`config.mk`:
```
export PLATFORM = sky130hd
export DESIGN_NAME = sdram_burst_addr_gen
export DESIGN_NICKNAME = d
export VERILOG_FILES = /design/src/rtl/sdram_addr_gen_defs.sv /design/src/rtl/addr_step_adder.sv /design/src/rtl/sdram_burst_addr_gen.sv
export SDC_FILE = /design/constraint.sdc
export NUM_CORES = 1
export LEC_CHECK = 0
export CORE_ASPECT_RATIO = 1.5
export CORE_MARGIN = 3
export CORE_UTILIZATION = 40
export DETAILED_ROUTE_END_ITERATION = 12
export MAX_ROUTING_LAYER = met4
export PLACE_DENSITY = 0.67
export SYNTH_ARGS = -nofsm -noshare
export SYNTH_HDL_FRONTEND = slang
export SYNTH_SLANG_ARGS = --single-unit
export TNS_END_PERCENT = 30
```
`constraint.sdc`:
```
create_clock -name clk -period 2.5 [get_ports clk]
set_input_delay 0.5 -clock clk [delete_from_list [all_inputs] [get_ports clk]]
set_output_delay 0.5 -clock clk [all_outputs]
set_load 0.005 [all_outputs]
```
`src/rtl/sdram_addr_gen_defs.sv`:
```
// Shared definitions for the SDRAM burst address generator: FSM state
// encodings, default widths and the direction encoding.
package sdram_addr_gen_defs;

  localparam int DEF_WIDTH = 8;
  localparam int DEF_LEN_W = 4;

  localparam logic DIR_INC = 1'b0;
  localparam logic DIR_DEC = 1'b1;

  typedef enum logic [1:0] {
    IDLE  = 2'd0,
    ISSUE = 2'd1,
    DONE  = 2'd2
  } state_t;

endpackage

```
`src/rtl/addr_step_adder.sv`:
```
// Combinational WIDTH-bit adder with carry in/out. Subtraction is done by the
// caller feeding ~b and cin=1, so a cleared carry-out then means a borrow.
module addr_step_adder
  import sdram_addr_gen_defs::*;
#(
  parameter int WIDTH = DEF_WIDTH
) (
  input  logic [WIDTH-1:0] a_i,
  input  logic [WIDTH-1:0] b_i,
  input  logic             cin_i,
  output logic [WIDTH-1:0] sum_o,
  output logic             cout_o
);

  logic [WIDTH:0] full_sum;

  assign full_sum = {1'b0, a_i} + {1'b0, b_i} + {{WIDTH{1'b0}}, cin_i};
  assign sum_o    = full_sum[WIDTH-1:0];
  assign cout_o   = full_sum[WIDTH];

endmodule

```
`src/rtl/sdram_burst_addr_gen.sv`:
```
// Burst column-address sequencer: issues base, base+/-stride, ... for
// burst_len beats under a valid/ready handshake, feeding each sum back as the
// next operand. Optional macro SDRAM_ADDR_GEN_ABORT_EN adds an abort input
// that ends the burst early (default build: no abort port).
module sdram_burst_addr_gen
  import sdram_addr_gen_defs::*;
#(
  parameter int WIDTH = DEF_WIDTH,
  parameter int LEN_W = DEF_LEN_W
) (
  input  logic             clk,
  input  logic             rst_n,
  input  logic             start,
  input  logic [WIDTH-1:0] base_addr,
  input  logic [WIDTH-1:0] stride,
  input  logic             dir,
  input  logic [LEN_W-1:0] burst_len,
`ifdef SDRAM_ADDR_GEN_ABORT_EN
  input  logic             abort,
`endif
  input  logic             addr_ready,
  output logic [WIDTH-1:0] addr_out,
  output logic             addr_valid,
  output logic             busy,
  output logic             done,
  output logic             wrap
);

  state_t            state_q,  state_d;
  logic [WIDTH-1:0]  addr_q,   addr_d;
  logic [WIDTH-1:0]  stride_q, stride_d;
  logic              dir_q,    dir_d;
  logic [LEN_W-1:0]  len_q,    len_d;
  logic [LEN_W-1:0]  count_q,  count_d;
  logic              wrap_q,   wrap_d;

  logic              abort_w;
  logic [WIDTH-1:0]  step_sum;
  logic              step_cout;
  logic              step_wrap;

`ifdef SDRAM_ADDR_GEN_ABORT_EN
  assign abort_w = abort;
`else
  assign abort_w = 1'b0;
`endif

  // Decrement is addr + ~stride + 1; carry-out low then signals a borrow.
  addr_step_adder #(.WIDTH(WIDTH)) u_step (
    .a_i    (addr_q),
    .b_i    ((dir_q == DIR_DEC) ? ~stride_q : stride_q),
    .cin_i  (dir_q == DIR_DEC),
    .sum_o  (step_sum),
    .cout_o (step_cout)
  );

  assign step_wrap = (dir_q == DIR_DEC) ? ~step_cout : step_cout;

  // Outputs come straight from registers: no path from addr_ready.
  assign addr_out   = addr_q;
  assign addr_valid = (state_q == ISSUE);
  assign busy       = (state_q != IDLE);
  assign done       = (state_q == DONE);
  assign wrap       = wrap_q;

  // Next-state and datapath update for the IDLE/ISSUE/DONE sequence.
  always_comb begin
    state_d  = state_q;
    addr_d   = addr_q;
    stride_d = stride_q;
    dir_d    = dir_q;
    len_d    = len_q;
    count_d  = count_q;
    wrap_d   = wrap_q;
    unique case (state_q)
      IDLE: begin
        if (start) begin
          if (burst_len != '0) begin
            stride_d = stride;
            dir_d    = dir;
            len_d    = burst_len;
            addr_d   = base_addr;
            count_d  = '0;
            wrap_d   = 1'b0;
            state_d  = ISSUE;
          end else begin
            state_d  = DONE;
          end
        end
      end
      ISSUE: begin
        if (addr_ready) begin
          count_d = count_q + LEN_W'(1);
          if (count_q == len_q - LEN_W'(1)) begin
            state_d = DONE;
          end else if (!abort_w) begin
            // Only steps whose result is actually issued may set wrap.
            addr_d = step_sum;
            if (step_wrap) wrap_d = 1'b1;
          end
        end
        if (abort_w) state_d = DONE;
      end
      DONE: begin
        state_d = IDLE;
      end
      default: begin
        state_d = IDLE;
      end
    endcase
  end

  // State and datapath registers with asynchronous clear.
  always_ff @(posedge clk or negedge rst_n) begin
    if (!rst_n) begin
      state_q  <= IDLE;
      addr_q   <= '0;
      stride_q <= '0;
      dir_q    <= DIR_INC;
      len_q    <= '0;
      count_q  <= '0;
      wrap_q   <= 1'b0;
    end else begin
      state_q  <= state_d;
      addr_q   <= addr_d;
      stride_q <= stride_d;
      dir_q    <= dir_d;
      len_q    <= len_d;
      count_q  <= count_d;
      wrap_q   <= wrap_d;
    end
  end

endmodule

```
After elaboration in Yosys (flattened, before gate mapping). Index checks and enable logic that the tools add are counted.

Register bits after elaboration: 28. Bits in latches: 0. Bits in writable memories: 0. Bits in read-only memories: 0. Input bits: 25. Memories: 0.

Add/subtract/negate cells: 4. Multipliers: 0. Divide/modulo/power cells: 0. Magnitude comparators: 0. Equal/unequal tests: 9. Shifts and indexed selects: 0. Muxes and demuxes: 22. Bitwise operators: 2. Reduce and logical (&&, ||, !) cells: 9.

Operators with widths (number): $mux W8 (5); $pmux W8 S2 (1); $mux W4 (3); $add A8 B8 Y9 (1); $add A9 B1 Y9 (1); $mux W2 (4); $ne A2 B2 Y1 const B (4); $not A8 Y8 (1); $pmux W4 S2 (1); $mux W1 (6); $reduce_and A3 Y1 (2); $reduce_and A6 Y1 (1); $reduce_and A5 Y1 (1); $add A4 B1 Y4 const B (1); $eq A4 B4 Y1 (1); $ne A2 B1 Y1 const B (2); $pmux W2 S2 (1); $reduce_and A4 Y1 (1); $reduce_bool A2 Y1 (2); $reduce_bool A4 Y1 (1); $sub A4 B1 Y4 const B (1); $eq A2 B1 Y1 const B (1); $eq A2 B2 Y1 const B (1); $logic_not A2 Y1 (1); other kinds (2) (2).

Depth between registers and ports, before layout. Gate-level depths: netlist (run 1).

Word-level depth: 10. Gate-level depth with buffers: 9. Depth with buffers taken out: 8.

Cells and area by module. From an unflattened synthesis (run 1), not the netlist that was laid out.

Cell total of the unflattened synthesis: 217. Area total of the unflattened synthesis: 2039.5 µm².

By module, submodules not included: sdram_burst_addr_gen (times used 1, cells an instance 177, area an instance 1707.9 µm², sequential area each 700.7 µm²); addr_step_adder (times used 1, cells an instance 40, area an instance 331.6 µm², sequential area each 0.0 µm²).

Least setup slack after synthesis (run 1). Ideal clock, no wire load.

Kind: flip-flop to flip-flop. From: reg dir_q. To: reg wrap_q, in the netlist wrap. Arrival: 2.267 ns. Slack: 0.134 ns. Stages on the path, launching flop included: 10. Clock period less this slack: 2.366 ns. Cell sequence: dfrtp_1 > buf_2 > xor2_1 > inv_1 > fa_1 > and2b_1 > o2111ai_1 > and3_1 > a211o_1 > a311oi_1.

Word-level cells in the longest chain between the ends: 7.

Ends and longest elaborated chain: start, declared (RTL line sdram_burst_addr_gen.sv:32) `logic dir_q, dir_d;`; start signal, assigned (RTL line sdram_burst_addr_gen.sv:127) `dir_q <= dir_d;`; $mux W8 (RTL line sdram_burst_addr_gen.sv:51) `.b_i ((dir_q == DIR_DEC) ? ~stride_q : stride_q),`; $add A8 B8 Y9 (RTL line addr_step_adder.sv:17) `assign full_sum = {1'b0, a_i} + {1'b0, b_i} + {{WIDTH{1'b0}}, cin_i};`; $add A9 B1 Y9 (RTL line addr_step_adder.sv:17); $not A1 Y1 (RTL line sdram_burst_addr_gen.sv:57) `assign step_wrap = (dir_q == DIR_DEC) ? ~step_cout : step_cout;`; $mux W1 (*) (RTL line sdram_burst_addr_gen.sv:57); $ne A2 B1 Y1 (no line) (*); $reduce_and A6 Y1 (no line) (*); end signal, assigned (RTL line sdram_burst_addr_gen.sv:130) `wrap_q <= wrap_d;`; end, declared (RTL line sdram_burst_addr_gen.sv:35) `logic wrap_q, wrap_d;`.

Every way passes the cells marked *; elsewhere a longest branch is shown, timed or not. A chain may end at the register's enable or synchronous reset.

Worst setup path in the final report (run 1). Same ends and word-level chain as after synthesis.

==> results.txt, run 1 <==
share of synthesized registers carrying an async set or reset: 100%
Post-synth EDFFs: 0
Worst setup endpoint: wrap$_DFFE_PN0P_
most frequently used flop master after synthesis: dfrtp_1
detailed-route DRC error count: 0
Reg power frac: 23.6%
layout overhead on the synthesized area: 26.8%
number of global-route vias before repair: 1546
power density relative to cell area: 1630 mW/mm^2
power share of the combinational group: 68.7%
number of placed instances with taps included: 282
post-CTS clock slew at the launch and capture registers of the worst setup and hold paths: 100 ps
wire length of the first global-routing pass: 6780 um
maximum fanout count along the critical path: 4
summed negative setup slack over all endpoints: 0 ps
max-cap violation count: 0
number of fill cells in the layout: 416
largest net degree at the start of global routing: 29
worst-margin pin slew: 488 ps
area of the placeable core: 0.00428 sq mm
final worst-path setup slack: 169 ps
Ant. Diodes: 0
number of distinct standard cells referenced by the synthesized netlist: 54
Max Root-Sink Buffers: 2
CP required: 2690 ps
starting DRC count in detailed routing: 43
multi-input gate area in the final layout: 0.00105 sq mm
count of nets after finishing: 276
final weighted congestion of routability-driven global placement: 0.877
top cells by count, synth: nand2_1, dfrtp_1, xor2_1
all-layer global routing usage: 17.0%
path category of the worst min-delay check: reg2reg
Synthesis Warnings: 0
total number of placement rows: 29
most frequent cell after synthesis: nand2_1
source of the critical timing path: dir_q$_DFFE_PN0P_
Min Clock Period, post-route: 2330 ps
Starting Density: 42.2%
RSZ-0062 raised after global routing: false
Setup crit end kind: flip-flop
Setup Fix Bufs, Post-CTS: 0
result of the run: completed
worst reg2reg setup slack: 170 ps
peak ir drop on the vdd network: 0.537 mV
vertical die dimension: 88.3 um
Clk Tree Root Cell: clkbuf_8
leakage component of the power: 1.03 nW
worst clock skew: 4.10 ps
number of vias after detailed routing: 1556
post-DR vias/cell: 5.44
Seq. cell area: 701 sq um
crit path DAT: 2520 ps
TritonCTS clock tree: done
area share of the largest cell type after synthesis: 38.8%
final count of hold timing violations: 0
cell taking the most area after synthesis: dfrtp_1
proportion of power drawn by the clock network: 7.7%
total number of H-tree levels: 1
average wire per cell in the routed design: 14.0 um
Synth area leaders: dfrtp_1, nand2_1, ha_1
number of cells on the worst reg-to-reg path: 8
max_slew headroom: 67.5%
flop and latch count out of synthesis: 28
Sinks on Clock Net: 28
Setup Viol. Count Final: 0
cell count after synthesis: 202
crit path launch type: flip-flop
synthesized netlist net count: 237
critical-path cell with the highest stage delay: dfrtp_1
sequence of cells on the critical path: xor2_2 > inv_1 > fa_1 > and2b_2 > o2111ai_2 > and3_1 > a211o_1 > a311oi_2
number of buffers inserted during clock tree synthesis: 3
summed instance area of the synthesized netlist: 0.00181 sq mm
total count of max-transition violations in the final report: 0
critical path class: reg2reg
floorplan die area: 0.00538 sq mm
Switching Fraction: 43.9%
number of I/O pins: 37
Crit path largest cell delay: 450 ps
cell-internal power: 2.09 mW
x dimension of the die: 60.9 um
number of iterations in the first detailed-routing pass: 4
overall routed net length: 4010 um
fraction of final layout cells with drive strength greater than 1: 10.8%
upper clock frequency limit: 0.429 GHz
fraction of the cycle the final worst path needs: 93.2%
number of input and output port buffers inserted: 36
total grt overflow: 0
Synth Area per Inst: 8.95 sq um
sequential fraction of the synthesis area: 38.8%
pre-CTS worst setup slack: 171 ps
Detail Route Antenna Nets: 0
reported net switching power: 1.64 mW
R2R Path End: wrap$_DFFE_PN0P_
startpoint of the worst-slack reg-to-reg timing path: dir_q$_DFFE_PN0P_
initial antenna violation count: 0
final cell count without fillers: 286
detailed placer's ending HPWL: 3020 um
Clock Latency Late Sink: 280 ps
per-stage QoR:
| step | utilization, % | hold WS [ps] | power [mW] | cell area [sq um] |
|---|---|---|---|---|
| after floorplan | - | 204 | 2.74 | 1810 |
| after global placement | 51.7 | 479 | 3.33 | 2210 |
| after detailed placement | 51.7 | 487 | 3.36 | 2210 |
| after CTS | 53.0 | 511 | 3.67 | 2270 |
| after global routing | 53.5 | 534 | 4.14 | 2290 |
| final | 53.5 | 502 | 3.73 | 2290 |
final cells by class:
type	instances	area share (%)
inverters	7	1.15
clock buffers	4	2.40
well taps	46	2.51
repair buffers	41	17.5
flip-flops and latches	28	30.6
multi-input cells	160	45.9
sequential cells by signal, summed over array words and instances (netlist names):
| name | count |
|---|---|
| state_q | 2 |
| stride_q | 8 |
| len_q | 4 |
| dir_q | 1 |
| wrap | 1 |
| addr_out | 8 |
| count_q | 4 |
worst max-delay path: cells and delay by family, from the launching register on:
family,cells,cell delay [ps]
AO/OA/AOI/OAI,3,650
AND/OR/NAND/NOR,2,470
flip-flops,1,450
adder cells (fa/ha/maj),1,410
XOR/XNOR,1,190
buffers and inverters,1,70
power by group through the flow:
stage / logic, mW / clock network [mW] / registers [mW]
finish: 2.56 / 0.286 / 0.880
global route: 2.92 / 0.318 / 0.909
CTS: 2.50 / 0.297 / 0.876
detailed placement: 2.48 / 0 / 0.886
global placement: 2.44 / 0 / 0.886
floorplan: 1.89 / 0 / 0.848
layout by cell type, fill, tap and decap left out, types with 5 or more instances in the layout:
cell type        instances
a21oi_1                  9
ha_1                     9
clkdlybuf4s50_1         36
nor2_1                   9
dfrtp_1                 28
xor2_1                  10
nand2_1                 46
xnor2_1                  5
nor3_1                   7
o21ai_0                 10
inv_1                    6
worst min-delay path by stage:
stage / from / to / slack, ps / depth (start not counted)
after global routing: stride_q[6]$_DFFE_PN0P_ / stride_q[6]$_DFFE_PN0P_ / 530 / 2
after global placement: stride_q[6]$_DFFE_PN0P_ / stride_q[6]$_DFFE_PN0P_ / 480 / 2
after detailed placement: stride_q[6]$_DFFE_PN0P_ / stride_q[6]$_DFFE_PN0P_ / 490 / 2
after floorplan: rst_n / addr_out[0]$_DFFE_PN0P_ / 200 / 0
final: stride_q[7]$_DFFE_PN0P_ / stride_q[7]$_DFFE_PN0P_ / 500 / 2
after CTS: stride_q[6]$_DFFE_PN0P_ / stride_q[6]$_DFFE_PN0P_ / 510 / 2
layer usage:
| layer | vias up | routed length, um | GRT usage, % |
|---|---|---|---|
| met2 | 27 | 2110 | 28.1 |
| li1 | 787 | - | - |
| met3 | 7 | 109 | 3.07 |
| met5 | - | 0 | - |
| met1 | 735 | 1710 | 19.1 |
| met4 | 0 | 81 | 8.68 |
kinds of logic (layout without fill, tap and decap cells):
| kind of cell | count (synthesis) | after routing | synth area share (%) |
|---|---|---|---|
| AOI/OAI and AO/OA | 43 | 43 | 16.5 |
| adders and majority gates | 10 | 10 | 7.34 |
| buffers and inverters | 14 | 52 | 4.29 |
| muxes | 3 | 3 | 1.87 |
| and+or+nand+nor | 88 | 88 | 23.5 |
| xor gates and xnor gates | 16 | 16 | 7.75 |
| DFF | 28 | 28 | 38.8 |
repair_timing:
action,in CTS,in global routing
hold buffers,0,0
gates resized for setup,0,5
hold endpoints to repair,0,0
endpoints found under the setup margin,0,1
Note: power is estimated with default switching activity, not from simulation.
==> inputs of run 2 (changes only) <==
- GPL_ROUTABILITY_DRIVEN: unset -> 1
- PLACE_DENSITY: 0.67 -> 0.66
- SYNTH_HIERARCHICAL: unset -> 1
==> run 2 against run 1 <==
  * Largest cell class unchanged
  * Critical endpoint is now addr_out[6]$_DFFE_PN0P_
  * Non-clock buffer count is 5 higher
  * Clock-buffer cell count did not move
  * Largest power group unchanged
  * Combinational power up 24%
  * Total power rose by 17%
  * Sequential share of layout area shrank 3.5 points
==> results.txt, run 2 <==
result of the run: completed
Ant. Diodes: 0 (unchanged)
area of the placeable core: 0.00489 sq mm (+14%)
Clock Latency Late Sink: 280 ps (about the same)
vertical die dimension: 93.5 um (+5.8%)
hold path cells: 1 (-1)
Post-synth EDFFs: 0 (unchanged)
total number of placement rows: 31 (+6.9%)
detailed placer's ending HPWL: 3710 um (+23%)
sequence of cells on the critical path: xor2_1 > fa_1 > fa_2 > a21oi_2 > o21a_1 > xnor2_1 > mux2i_1 > a211o_2 > nand3_1
top cells by count, synth: nand2_1, dfrtp_1, nand3_1
overall routed net length: 4940 um (+23%)
number of input and output port buffers inserted: 36 (unchanged)
Starting Density: 41.7% (-0.50 points)
starting DRC count in detailed routing: 101 (+130%)
summed instance area of the synthesized netlist: 0.00204 sq mm (+13%)
source of the worst hold timing path: wrap$_DFFE_PN0P_
flop and latch count out of synthesis: 28 (unchanged)
post-CTS clock slew at the launch and capture registers of the worst setup and hold paths: 100 ps (about the same)
share of synthesized registers carrying an async set or reset: 100% (unchanged)
final cell count without fillers: 322 (+13%)
maximum fanout count along the critical path: 2 (-2)
fraction of the cycle the final worst path needs: 94.8% (+1.6 points)
upper clock frequency limit: 0.422 GHz (-1.6%)
Setup Fix Bufs, Post-CTS: 0 (unchanged)
crit path DAT: 2590 ps (+70 ps)
sequential fraction of the synthesis area: 34.4% (-4.4 points)
layout overhead on the synthesized area: 27.0%
number of placed instances with taps included: 318 (+13%)
Buf+Inv Stages, Crit Path: 0 (-1)
largest net degree at the start of global routing: 29 (unchanged)
final count of hold timing violations: 0 (unchanged)
max-cap violation count: 0 (unchanged)
minimum hold slack: 500 ps (-1.53 ps)
reported net switching power: 2.00 mW (+22%)
total count of max-transition violations in the final report: 0 (unchanged)
number of vias after detailed routing: 1783 (+15%)
Sinks on Clock Net: 28 (unchanged)
critical-path cell with the highest stage delay: fa_1
Clk Tree Root Cell: clkbuf_8
number of distinct standard cells referenced by the synthesized netlist: 47 (-13%)
number of fill cells in the layout: 471 (+13%)
Critical Path Stages: 9 (+1)
Synth area leaders: dfrtp_1, nand2_1, ha_1
most frequent cell after synthesis: nand2_1
max_slew headroom: 48.6% (-19 points)
detailed-route DRC error count: 0 (unchanged)
worst clock skew: 7.39 ps (+3.29 ps)
summed negative setup slack over all endpoints: 0 ps (unchanged)
number of cells on the worst reg-to-reg path: 9 (+1)
number of iterations in the first detailed-routing pass: 4 (unchanged)
most frequently used flop master after synthesis: dfrtp_1
cell taking the most area after synthesis: dfrtp_1
Crit path largest cell delay: 440 ps (about the same)
worst-margin pin slew: 770 ps (+283 ps)
peak ir drop on the vdd network: 1.01 mV (+88%)
power density relative to cell area: 1690 mW/mm^2 (+3.8%)
cell-internal power: 2.37 mW (+13%)
total grt overflow: 0 (unchanged)
cts hold-fix bufs: 0 (unchanged)
Switching Fraction: 45.8% (+1.9 points)
number of global-route vias before repair: 1766 (+14%)
leakage component of the power: 1.14 nW (+11%)
commonest non-fill, non-tap cell in the layout: nand2_1
x dimension of the die: 64.3 um (+5.6%)
RSZ-0062 raised after global routing: false
path category of the worst min-delay check: reg2reg
TritonCTS clock tree: done
wire length of the first global-routing pass: 8560 um (+26%)
total number of H-tree levels: 1 (unchanged)
Seq. cell area: 701 sq um (unchanged)
multi-input gate area in the final layout: 0.00126 sq mm (+20%)
number of I/O pins: 37 (unchanged)
Setup Viol. Count Final: 0 (unchanged)
startpoint of the worst-slack reg-to-reg timing path: dir_q$_DFFE_PN0P_
all-layer global routing usage: 18.7% (+1.7 points)
Top Family by Delay on Critical Path: adder cells
number of buffers inserted during clock tree synthesis: 3 (unchanged)
cell count after synthesis: 217 (+7.4%)
CP required: 2720 ps (+30 ps)
initial antenna violation count: 0 (unchanged)
count of nets after finishing: 293 (+6.2%)
Synthesis Warnings: 6 (+6)
power share of the combinational group: 72.4% (+3.7 points)
proportion of power drawn by the clock network: 6.5% (-1.2 points)
Min Clock Period, post-route: 2370 ps (+39.0 ps)
Synth Area per Inst: 9.40 sq um (+5.0%)
area share of the largest cell type after synthesis: 34.4% (-4.4 points)
fraction of final layout cells with drive strength greater than 1: 15.2% (+4.4 points)
final weighted congestion of routability-driven global placement: 0.845 (-3.7%)
Setup crit end kind: flip-flop
crit path launch type: flip-flop
Reg power frac: 21.0% (-2.6 points)
post-DR vias/cell: 5.54 (+1.8%)
source of the critical timing path: dir_q$_DFFE_PN0P_
average wire per cell in the routed design: 15.3 um (+9.4%)
Detail Route Antenna Nets: 0 (unchanged)
top library cells by usage in the layout, fill and taps aside: nand2_1, clkdlybuf4s50_1, dfrtp_1
synthesized netlist net count: 253 (+6.8%)
critical path class: reg2reg
floorplan die area: 0.00601 sq mm (+12%)
Max Root-Sink Buffers: 2 (unchanged)
==> run 2: worst paths after layout <==
kind	to	slack, ps
setup reg to reg	addr_out[6]$_DFFE_PN0P_	130
hold reg to reg	wrap$_DFFE_PN0P_	500
setup / recovery	addr_out[6]$_DFFE_PN0P_	130
hold / removal	wrap$_DFFE_PN0P_	500
max in group asynchronous	count_q[2]$_DFFE_PN0P_	1630
min in group asynchronous	stride_q[7]$_DFFE_PN0P_	600
==> run 2: layout make-up <==
class / count / share of cell area (%)
Tap cell: 66 / 3.19
Inverter: 7 / 1.01
Clock buffer: 4 / 2.13
Sequential cell: 28 / 27.1
Multi-Input combinational cell: 171 / 48.8
Timing Repair Buffer: 46 / 17.8
==> run 2: per-layer routing <==
layer	share of wire, %	global-route usage, %	up-vias
met5	0	-	-
li1	-	-	872
met4	2.3	7.76	0
met3	3.6	1.68	9
met2	55	32.7	42
met1	39	21.8	860
==> run 2: logic make-up (layout without fill, tap and decap cells) <==
family                     after synthesis  after routing  share of synthesized area [%]
and+or+nand+nor                         90             90                           23.5
AOI/OAI and AO/OA                       44             44                           17.2
DFF                                     28             28                           34.4
xor gates and xnor gates                18             18                           8.90
buffers and inverters                   18             57                           4.60
adders and majority gates               11             11                           7.48
muxes                                    8              8                           3.93
==> run 2: per-stage QoR <==
stage | utilization (%) | setup slack, ps | power [mW] | area, sq um
after floorplan | - | 52.7 | 3.23 | 2050
after global placement | 51.6 | 159 | 4.02 | 2520
after detailed placement | 51.6 | 115 | 4.07 | 2520
after CTS | 52.7 | 90.1 | 4.37 | 2580
after global routing | 53.0 | 20.4 | 4.80 | 2590
final | 53.0 | 130 | 4.37 | 2590
==> run 2: repair_timing <==
action | in CTS | in global routing
endpoints found under the setup margin | 0 | 2
endpoints found under the hold margin | 0 | 0
resized for setup | 0 | 4
==> run 2: power groups by stage <==
stage               Clock [mW]  Sequential [mW]  Combinational, mW
global route             0.315            0.960               3.53
finish                   0.286            0.920               3.17
floorplan                    0            0.853               2.38
detailed placement           0            0.936               3.13
global placement             0            0.927               3.09
CTS                      0.294            0.926               3.15
==> inputs of run 3 (changes only) <==
- CORE_MARGIN: 3 -> 2
==> run 3 against run 2 <==
  * Critical path depth increased by 1
  * Sequential power decreased by 0.4%
  * Clock power about the same
  * Critical endpoint unchanged
  * Largest power group unchanged
==> results.txt, run 3 (synthesized netlist as in run 2, its figures left out) <==
number of placed instances with taps included: 318 (unchanged)
vertical die dimension: 91.5 um (-2.1%)
detailed-route DRC error count: 0 (unchanged)
sequence of cells on the critical path: buf_4 > xor2_2 > ha_2 > a21o_1 > a21oi_2 > o21a_1 > xnor2_1 > mux2i_1 > a211o_2 > nand3_1
Ant. Diodes: 0 (unchanged)
final cell count without fillers: 322 (unchanged)
RSZ-0062 raised after global routing: false
number of global-route vias before repair: 1825 (+3.3%)
cts hold-fix bufs: 0 (unchanged)
count of nets after finishing: 293 (unchanged)
commonest non-fill, non-tap cell in the layout: nand2_1
Setup Viol. Count Final: 0 (unchanged)
power density relative to cell area: 1700 mW/mm^2 (+0.89%)
Setup Fix Bufs, Post-CTS: 0 (unchanged)
wire length of the first global-routing pass: 8660 um (+1.2%)
number of I/O pins: 37 (unchanged)
total number of H-tree levels: 1 (unchanged)
crit path launch type: flip-flop
largest net degree at the start of global routing: 29 (unchanged)
area of the placeable core: 0.00489 sq mm (unchanged)
post_cts resized: 0 (unchanged)
starting DRC count in detailed routing: 105 (+4.0%)
number of iterations in the first detailed-routing pass: 4 (unchanged)
critical-path cell with the highest stage delay: dfrtp_1
Top Family by Delay on Critical Path: compound AO/OA/AOI/OAI gates
total count of max-transition violations in the final report: 0 (unchanged)
number of input and output port buffers inserted: 36 (unchanged)
result of the run: completed
peak ir drop on the vdd network: 0.874 mV (-14%)
fraction of final layout cells with drive strength greater than 1: 15.6% (+0.39 points)
floorplan die area: 0.00570 sq mm (-5.2%)
top library cells by usage in the layout, fill and taps aside: nand2_1, clkdlybuf4s50_1, dfrtp_1
Starting Density: 41.7% (unchanged)
Clk Tree Root Cell: clkbuf_8
leakage component of the power: 1.14 nW (about the same)
pre-CTS worst setup slack: 99.9 ps (-15.2 ps)
Setup crit end kind: flip-flop
total number of placement rows: 31 (unchanged)
summed negative setup slack over all endpoints: 0 ps (unchanged)
post-CTS clock slew at the launch and capture registers of the worst setup and hold paths: 100 ps (about the same)
Min Clock Period, post-route: 2370 ps (+3.54 ps)
post-DR vias/cell: 5.45 (-1.6%)
max_slew headroom: 47.8% (-0.75 points)
initial antenna violation count: 0 (unchanged)
average wire per cell in the routed design: 15.7 um (+2.5%)
x dimension of the die: 62.3 um (-3.1%)
Buf+Inv Stages, Crit Path: 1 (+1)
overall routed net length: 5060 um (+2.5%)
Clock Latency Late Sink: 280 ps (about the same)
worst-margin pin slew: 782 ps (+11.2 ps)
final worst-path setup slack: 126 ps (-3.54 ps)
final count of hold timing violations: 0 (unchanged)
number of fill cells in the layout: 485 (+3.0%)
number of vias after detailed routing: 1754 (-1.6%)
Sinks on Clock Net: 28 (unchanged)
Detail Route Antenna Nets: 0 (unchanged)
TritonCTS clock tree: done
fraction of the cycle the final worst path needs: 94.9% (+0.14 points)
final weighted congestion of routability-driven global placement: 0.870 (+3.0%)
worst clock skew: 8.08 ps (+0.687 ps)
layout overhead on the synthesized area: 27.2%
final instance area: 0.00259 sq mm (+0.19%)
max-cap violation count: 0 (unchanged)
crit path DAT: 2600 ps (about the same)
detailed placer's ending HPWL: 3620 um (-2.3%)
path category of the worst min-delay check: reg2reg
critical path class: reg2reg
CP required: 2730 ps (about the same)
maximum fanout count along the critical path: 10 (+8)
upper clock frequency limit: 0.421 GHz (-0.15%)
all-layer global routing usage: 19.5% (+0.83 points)
placed cell areas: 0.00252 sq mm (unchanged)
Crit path largest cell delay: 400 ps (-40 ps)
number of buffers inserted during clock tree synthesis: 3 (unchanged)
Max Root-Sink Buffers: 2 (unchanged)
total grt overflow: 0 (unchanged)
==> run 3: layout make-up <==
type                    instances  area [sq um]  area share [%]
flip-flops and latches         28           701            27.0
well taps                      66          82.6            3.18
multi-input cells             171          1270            48.9
repair buffers                 46           460            17.7
clock buffers                   4          55.1            2.12
inverters                       7          26.3            1.01
==> run 3: where the power goes <==
| group | internal, mW | total, mW | switching (mW) |
|---|---|---|---|
| Sequential | 0.678 | 0.916 | 0.238 |
| Combinational | 1.55 | 3.22 | 1.66 |
| Clock | 0.141 | 0.287 | 0.146 |
==> run 3: per-stage QoR <==
stage / utilization, % / total power, mW / hold slack, ps
after floorplan: - / 3.23 / 204
after global placement: 51.6 / 4.04 / 477
after detailed placement: 51.6 / 4.10 / 481
after CTS: 52.7 / 4.39 / 502
after global routing: 53.1 / 4.81 / 514
final: 53.1 / 4.42 / 498
==> run 3: routing by layer <==
layer,up-vias,wire (um),track usage (%)
met5,-,0,-
met1,842,2160,23.9
li1,873,-,-
met4,0,81,6.30
met3,7,123,1.61
met2,32,2700,34.0
==> run 3: path summary, 6_finish.rpt <==
| kind | from | depth (start not counted) | end | slack, ps |
|---|---|---|---|---|
| hold reg to reg | wrap$_DFFE_PN0P_ | 1 | wrap$_DFFE_PN0P_ | 500 |
| min in group asynchronous | rst_n | 2 | count_q[1]$_DFFE_PN0P_ | 600 |
| max in group asynchronous | rst_n | 2 | len_q[2]$_DFFE_PN0P_ | 1630 |
| setup / recovery | dir_q$_DFFE_PN0P_ | 10 | addr_out[6]$_DFFE_PN0P_ | 130 |
| setup reg to reg | dir_q$_DFFE_PN0P_ | 10 | addr_out[6]$_DFFE_PN0P_ | 130 |
| hold / removal | wrap$_DFFE_PN0P_ | 1 | wrap$_DFFE_PN0P_ | 500 |
